<file path="src/rtl/psr_pkg.sv">
// rtl/psr_pkg.sv - shared constants and helpers for the processor status register
package psr_pkg;

   // Update classes selected by the decoder
   localparam logic [1:0] UPD_NONE  = 2'b00;
   localparam logic [1:0] UPD_ARITH = 2'b01;
   localparam logic [1:0] UPD_CMP   = 2'b10;
   localparam logic [1:0] UPD_ALL   = 2'b11;

   // Condition codes for Bcond / Jcond / Scond
   localparam logic [3:0] COND_EQ = 4'd0;
   localparam logic [3:0] COND_NE = 4'd1;
   localparam logic [3:0] COND_CS = 4'd2;
   localparam logic [3:0] COND_CC = 4'd3;
   localparam logic [3:0] COND_FS = 4'd4;
   localparam logic [3:0] COND_FC = 4'd5;
   localparam logic [3:0] COND_LT = 4'd6;
   localparam logic [3:0] COND_GE = 4'd7;
   localparam logic [3:0] COND_GT = 4'd8;
   localparam logic [3:0] COND_LE = 4'd9;
   localparam logic [3:0] COND_MI = 4'd10;
   localparam logic [3:0] COND_PL = 4'd11;
   localparam logic [3:0] COND_UC = 4'd12;
   localparam logic [3:0] COND_NV = 4'd13;

   // Bit positions of the flags in the architectural PSR word
   localparam int PSR_C = 0;
   localparam int PSR_L = 2;
   localparam int PSR_F = 5;
   localparam int PSR_Z = 6;
   localparam int PSR_N = 7;

   // Positions inside the packed 5-bit flag vector {C, L, F, Z, N}
   localparam int FLAG_W = 5;
   localparam int FLAG_C = 4;
   localparam int FLAG_L = 3;
   localparam int FLAG_F = 2;
   localparam int FLAG_Z = 1;
   localparam int FLAG_N = 0;

   // Which flag bits an update class is allowed to overwrite
   function automatic logic [FLAG_W-1:0] class_mask(input logic [1:0] cls);
      case (cls)
         UPD_ARITH: class_mask = 5'b10100;
         UPD_CMP:   class_mask = 5'b01011;
         UPD_ALL:   class_mask = 5'b11111;
         default:   class_mask = 5'b00000;
      endcase
   endfunction

endpackage

</file>
<file path="src/rtl/psr_cond_eval.sv">
// rtl/psr_cond_eval.sv - condition code evaluator, shared with the branch unit
module psr_cond_eval
   import psr_pkg::*;
(
   input  logic [FLAG_W-1:0] flags,
   input  logic [3:0]        cond,
   output logic              cond_true
);

   logic c, l, f, z, n;

   assign c = flags[FLAG_C];
   assign l = flags[FLAG_L];
   assign f = flags[FLAG_F];
   assign z = flags[FLAG_Z];
   assign n = flags[FLAG_N];

   // Decode the condition code against the flags; codes 13-15 never take
   always_comb begin
      cond_true = 1'b0;
      case (cond)
         COND_EQ: cond_true = z;
         COND_NE: cond_true = ~z;
         COND_CS: cond_true = c;
         COND_CC: cond_true = ~c;
         COND_FS: cond_true = f;
         COND_FC: cond_true = ~f;
         COND_LT: cond_true = l;
         COND_GE: cond_true = ~l;
         COND_GT: cond_true = ~l & ~z;
         COND_LE: cond_true = l | z;
         COND_MI: cond_true = n;
         COND_PL: cond_true = ~n;
         COND_UC: cond_true = 1'b1;
         default: cond_true = 1'b0;
      endcase
   end

endmodule

</file>
<file path="src/rtl/psr_unit.sv">
// rtl/psr_unit.sv - processor status register with condition evaluation and interrupt shadow
module psr_unit
   import psr_pkg::*;
#(
   parameter int DATA_WIDTH = 16
) (
   input  logic                  clk,
   input  logic                  rst_n,
   input  logic [4:0]            flags_in,
   input  logic                  upd_valid,
   input  logic [1:0]            upd_class,
   input  logic [3:0]            cond,
   output logic                  cond_true,
   output logic [DATA_WIDTH-1:0] scond_out,
   input  logic                  psr_wr,
   input  logic [DATA_WIDTH-1:0] psr_wdata,
   output logic [DATA_WIDTH-1:0] psr_rdata,
   input  logic                  save,
   input  logic                  restore,
   output logic                  shadow_valid,
   output logic                  seq_err
);

   logic [FLAG_W-1:0] flags;
   logic [FLAG_W-1:0] flags_next;
   logic [FLAG_W-1:0] shadow;
   logic [FLAG_W-1:0] wdata_flags;
   logic [FLAG_W-1:0] upd_mask;
   logic              restore_go;
   logic              seq_err_next;
   logic              unused_wdata;

   // Only the five architectural bits of the written word matter
   assign wdata_flags  = {psr_wdata[PSR_C], psr_wdata[PSR_L], psr_wdata[PSR_F],
                          psr_wdata[PSR_Z], psr_wdata[PSR_N]};
   assign unused_wdata = ^psr_wdata;

   assign upd_mask   = class_mask(upd_class);
   assign restore_go = restore & shadow_valid;

   // A restore is illegal without a pending save; a save is illegal when the
   // shadow is already occupied or when it collides with a restore
   assign seq_err_next = (restore & ~shadow_valid) | (save & (restore | shadow_valid));

   // Single writer per cycle: restore, then LPR, then the ALU update
   always_comb begin
      flags_next = flags;
      if (restore_go) begin
         flags_next = shadow;
      end else if (psr_wr) begin
         flags_next = wdata_flags;
      end else if (upd_valid) begin
         flags_next = (flags & ~upd_mask) | (flags_in & upd_mask);
      end
   end

   // PSR, shadow and sequencing-error state
   always_ff @(posedge clk or negedge rst_n) begin
      if (!rst_n) begin
         flags        <= '0;
         shadow       <= '0;
         shadow_valid <= 1'b0;
         seq_err      <= 1'b0;
      end else begin
         flags   <= flags_next;
         seq_err <= seq_err_next;
         if (restore_go) begin
            shadow_valid <= 1'b0;
         end else if (save && !restore) begin
            shadow       <= flags;
            shadow_valid <= 1'b1;
         end
      end
   end

   // Expose the held flags in the architectural bit layout
   always_comb begin
      psr_rdata        = '0;
      psr_rdata[PSR_C] = flags[FLAG_C];
      psr_rdata[PSR_L] = flags[FLAG_L];
      psr_rdata[PSR_F] = flags[FLAG_F];
      psr_rdata[PSR_Z] = flags[FLAG_Z];
      psr_rdata[PSR_N] = flags[FLAG_N];
   end

   psr_cond_eval u_cond_eval (
      .flags     (flags),
      .cond      (cond),
      .cond_true (cond_true)
   );

   assign scond_out = {{(DATA_WIDTH-1){1'b0}}, cond_true};

endmodule

</file>
<file path="config.mk">
export PLATFORM = sky130hd
export DESIGN_NAME = psr_unit
export DESIGN_NICKNAME = d
export VERILOG_FILES = /design/src/rtl/psr_pkg.sv /design/src/rtl/psr_cond_eval.sv /design/src/rtl/psr_unit.sv
export SDC_FILE = /design/constraint.sdc
export NUM_CORES = 1
export LEC_CHECK = 0
export CAP_MARGIN = 10
export CORE_MARGIN = 4
export CORE_UTILIZATION = 29
export CTS_CLUSTER_DIAMETER = 40
export DETAILED_ROUTE_END_ITERATION = 8
export HOLD_SLACK_MARGIN = 0.1
export PLACE_DENSITY = 0.75
export RECOVER_POWER = 50
export SLEW_MARGIN = 20
export SYNTH_ARGS = -nofsm -noshare
export SYNTH_HDL_FRONTEND = slang
export SYNTH_SLANG_ARGS = --single-unit
</file>
<file path="constraint.sdc">
create_clock -name clk -period 1.65 [get_ports clk]
set_clock_uncertainty 0.05 [all_clocks]
set_input_delay 0.33 -clock clk [delete_from_list [all_inputs] [get_ports clk]]
set_output_delay 0.33 -clock clk [all_outputs]
set_load 0.02 [all_outputs]
</file>
== After elaboration in Yosys (flattened, before gate mapping) ==
Index checks and enable logic that the tools add are counted.

* Memory bits (read-only): 0
* Memories kept: 0
* Output and inout port bits: 35
* Memory bits (writable): 0
* Flip-flop bits (word level): 12
* Latch bits: 0
* Logic and storage cells: 50
* Bits of input ports: 33

* Bitwise logic cells: 18
* Shifts and indexed selects: 0
* Reduce and logical (&&, ||, !) cells: 6
* Multiplexer cells: 7
* Divide/modulo/power cells: 0
* $mul: 0
* Magnitude comparators: 0
* Equality and inequality tests: 15
* $add $sub $neg: 0

{| class="wikitable"
|+ Operators with widths
! kind !! count
|-
| 4-bit == test, second input constant || 5
|-
| 4-bit by 3-bit == test with 1-bit output, second input constant || 4
|-
| 5-bit two-way mux || 3
|-
| 5-bit one-hot mux with 3 select lines || 1
|-
| 1-bit one-hot mux with 13 select lines || 1
|-
| 5-bit bitwise AND || 2
|-
| 4-bit by 2-bit == test with 1-bit output, second input constant || 2
|-
| 1-bit NOT || 7
|-
| 5-bit NOT || 1
|-
| 5-bit OR || 1
|-
| 1-bit bitwise AND || 4
|-
| 2-bit == test, second input constant || 2
|-
| 4-bit by 1-bit == test with 1-bit output, second input constant || 1
|-
| 4-bit logical NOT || 1
|-
| 1-bit OR || 3
|-
| 3-bit nonzero test || 1
|-
| 2-bit by 1-bit == test with 1-bit output, second input constant || 1
|-
| 1-bit two-way mux || 2
|-
| 2-bit AND reduction || 1
|-
| 2-bit nonzero test || 1
|-
| 1-bit logical AND || 1
|-
| 1-bit logical NOT || 1
|}

== Depth between registers and ports, before layout ==
* Word-level depth: 8
* Mapped depth: 5
* Gate-level depth less buffers: 4

== By module ==
From an unflattened synthesis, not the netlist that was laid out.

* Cells, all modules: 93
* Area total of the unflattened synthesis: 944.7 µm²

{| class="wikitable"
|+ By module, submodules not included
! module !! cells each !! area each (µm²) !! times used !! sequential area each (µm²)
|-
| psr_unit || 80 || 844.6 || 1 || 300.3
|-
| psr_cond_eval || 13 || 100.1 || 1 || 0.0
|}

== Worst setup path before layout ==
Ideal clock, no wire load.

* Path kind: reg2out
* Start: register with a tool-made name
* End: output scond_out[0]
* Stages on the path, launching flop included: 6
* Data arrival time: 1.479 ns
* Path buffers: 1
* Setup slack: -0.209 ns
* Required time: 1.270 ns
* Path through: dfrtp_1 > or3b_1 > o311ai_1 > xor2_1 > o22a_2 > buf_4

{| class="wikitable"
|+ RTL lines
! item !! line !! text
|-
| end, declared || psr_unit.sv:14 || <nowiki>output logic [DATA_WIDTH-1:0] scond_out,</nowiki>
|}

==> results.txt <==
total gr overflow -> 0
CP endpoint -> scond_out[0]
routability congestion estimate -> 0.745
most common cell in the synthesized netlist -> buf_4
largest stage delay on the critical path -> 380 ps
Rows -> 19
Layout Nets -> 165
Final Util -> 43.7%
routed wl met2 -> 1050 µm
hpwl dp -> 1600 µm
die width -> 62.3 µm
Switching Fraction -> 32.3%
initial DRC count -> 15
layout cell share with drive strength beyond 1 -> 22.9%
Max-Cap Viols -> 0
Crit Path Class -> register to output port
ANT cells -> 0
critical path's slowest cell -> or3b_4
setup slack, reg-to-reg -> 360 ps
io pins -> 68
Clock power frac -> 23.6%
worst ir drop on vdd -> 755 µV
largest buffer count on any clock path -> 2
crit share post-route -> 119%
DRT antenna net count -> 0
# DRC -> 0
GRT Overall Usage -> 9.41%
synth unique cells -> 23
full die area -> 0.00388 mm²
crit-path cells -> or3b_4 -> o311ai_2 -> xor2_1 -> o22a_2 -> buf_6
startpoint types -> register
Area Overhead vs Synth -> 42.2%
Clock Latency Late Sink -> 270 ps
Reg2Reg Depth -> 4
CTS tree -> yes
Worst Path Required -> 1270 ps
Flop pwr share -> 38.0%
H-tree depth -> 1
post-synthesis cell type with the largest combined area -> dfrtp_1
CTS Buf Count -> 3
Yosys top cell area share -> 35.1%
Clock transition at path regs -> 70 ps
drt total wl -> 1850 µm
Synth top cells by count -> buf_4 (27), dfrtp_1 (12), nor2b_1 (8)
Core ar. -> 0.00278 mm²
post-synthesis sequential area ratio -> 35.1%
vias in the first global route -> 695
warning count from the yosys run -> 0
largest net degree at the start of global routing -> 13
# setup viols final -> 2
async set-reset flop share out of synthesis -> 100%
cts hold-fix bufs -> 0
Post-Layout Inst Area -> 0.00121 mm²
synthesized area per cell -> 9.71 µm²
vias per cell -> 4.34
first-pass GRT wire length -> 2970 µm
Pint -> 663 µW
synthesized instance count -> 88
met3 wire len -> 196 µm
top layer in use -> met3
HP Class -> input pin to asynchronous set/reset pin
minimum clock period -> 1970 ps
clk sinks -> 12
CP max FO -> 2
Chip Height -> 62.3 µm
met1 WL -> 600 µm
endpoints failing hold -> 0
vias post-DR -> 703
PortBufs -> 30
synthesized cell area -> 855 µm²
nature of the critical path endpoint -> output port
failing checks -> negative setup slack
Rel. slew slack -> 64.6%
Post-synth top flop -> dfrtp_1
final worst slack -> -317 ps
power per cell area -> 805 mW/mm²
fmax -> 0.508 GHz
CTS root buf -> clkbuf_4
run status -> finished with violations
Psw -> 316 µW
Post-synth EDFFs -> 0
Max Slew Vio Count -> 0
Worst R2R Start -> shadow_valid$_DFFE_PN0P_
RSZ-0062 raised after global routing -> true
synth top area cells -> dfrtp_1 (35%), buf_4 (24%), mux2_2 (7.9%), nor2b_1 (5.9%), a221oi_1 (5.1%)
Arr. time, crit path -> 1590 ps
initial antenna violation count -> 0
combinational group share of total power -> 38.5%
Initial Util -> 30.7%
Cell Area, Placed -> 0.00117 mm²
Initial DRT Pass Iterations -> 4
dpl ws -> -977 ps
routed len/inst -> 11.4 µm
worst-margin pin slew -> 529 ps
synthesis-stage register bit count -> 12
Leakage Power -> 0.000570 µW
==> power by group through the flow <==
stage	logic (µW)	registers, µW	clock network [µW]
final	376	371	231
after global routing	406	379	261
after CTS	380	372	244
after detailed placement	380	378	0
after global placement	370	375	0
after floorplan	222	405	0
==> through the flow <==
step / hold WS (ps) / setup TNS (ps) / std cells / total power, µW
floorplan: -15.6 / -146 / 113 / 627
global placement: 439 / -1940 / 157 / 745
detailed placement: 448 / -2220 / 157 / 759
CTS: 365 / -693 / 162 / 995
global route: 453 / -775 / 162 / 1050
finish: 421 / -634 / 162 / 978
==> critical path, delay by kind of cell, from the launching register on <==
| kind | cells | cell delay, ps |
|---|---|---|
| xor+xnor | 1 | 100 |
| compound gates | 2 | 340 |
| flops | 1 | 360 |
| simple gates | 1 | 380 |
| buf+inv | 1 | 130 |
==> layout by cell type, fill, tap and decap left out <==
cell | Yosys | layout
xor2_1 | 2 | 2
xnor2_1 | 1 | 1
nand2_1 | 5 | 5
mux2_2 | 6 | 6
and2_1 | 1 | 1
dlygate4sd3_1 | 0 | 2
a211oi_1 | 1 | 1
o21ai_1 | 0 | 1
dlygate4sd2_1 | 0 | 7
clkbuf_4 | 0 | 3
inv_1 | 1 | 1
or3b_4 | 0 | 1
buf_6 | 0 | 2
buf_4 | 27 | 13
nand2b_1 | 1 | 1
a211oi_2 | 1 | 1
o31ai_1 | 5 | 5
clkdlybuf4s15_1 | 0 | 1
o22a_2 | 1 | 1
dfrtp_2 | 0 | 1
clkbuf_8 | 0 | 1
nor2b_1 | 8 | 8
o21ai_0 | 2 | 1
o311ai_2 | 0 | 1
a221oi_1 | 5 | 5
nor2_1 | 3 | 3
clkdlybuf4s50_1 | 0 | 18
mux2i_1 | 1 | 1
conb_1 | 1 | 26
dfrtp_1 | 12 | 11
==> final cells by class <==
class / count / area [µm²]
Multi-Input combinational cell: 71 / 443
Inverter: 1 / 3.75
Sequential cell: 12 / 302
Tap cell: 31 / 38.8
Clock buffer: 4 / 36.3
Fill cell: 276 / 1570
Timing Repair Buffer: 43 / 392
==> per-layer routing <==
| metal | global-route usage, % | vias to the layer above |
|---|---|---|
| met3 | 5.77 | 0 |
| met5 | 0 | - |
| met1 | 8.53 | 328 |
| met2 | 18.1 | 33 |
| li1 | - | 342 |
| met4 | 0.796 | 0 |
==> logic make-up (layout without fill, tap and decap cells) <==
logic type | after synthesis | after routing | share of synthesized area, %
flip-flops | 12 | 12 | 35.1
XOR/XNOR | 3 | 3 | 3.08
multiplexers | 7 | 7 | 9.08
other | 1 | 26 | 0.439
AO/OA/AOI/OAI | 16 | 16 | 15.2
buffers and inverters | 30 | 48 | 25.2
AND/OR/NAND/NOR | 19 | 19 | 11.9
==> what timing repair did <==
| item | 4_1_cts | 5_1_grt |
|---|---|---|
| endpoints found under the setup margin | 8 | 2 |
| setup buffers | 1 | 0 |
| pin swaps | 3 | 1 |
| endpoints found under the hold margin | 0 | 0 |
| resized for setup | 23 | 1 |
==> worst min-delay path by stage <==
stage                                from                          to  slack [ps]  depth (start not counted)
floorplan                           rst_n  asynchronous set/reset pin         -20                          0
global placement    shadow[3]$_DFFE_PN0P_       shadow[3]$_DFFE_PN0P_         440                          1
detailed placement  shadow[1]$_DFFE_PN0P_       shadow[1]$_DFFE_PN0P_         450                          1
CTS                                 rst_n       shadow[0]$_DFFE_PN0P_         360                          1
global route                        rst_n           seq_err$_DFF_PN0_         450                          1
finish                              rst_n    shadow_valid$_DFFE_PN0P_         420                          1
(Power assumes the default switching activity.)
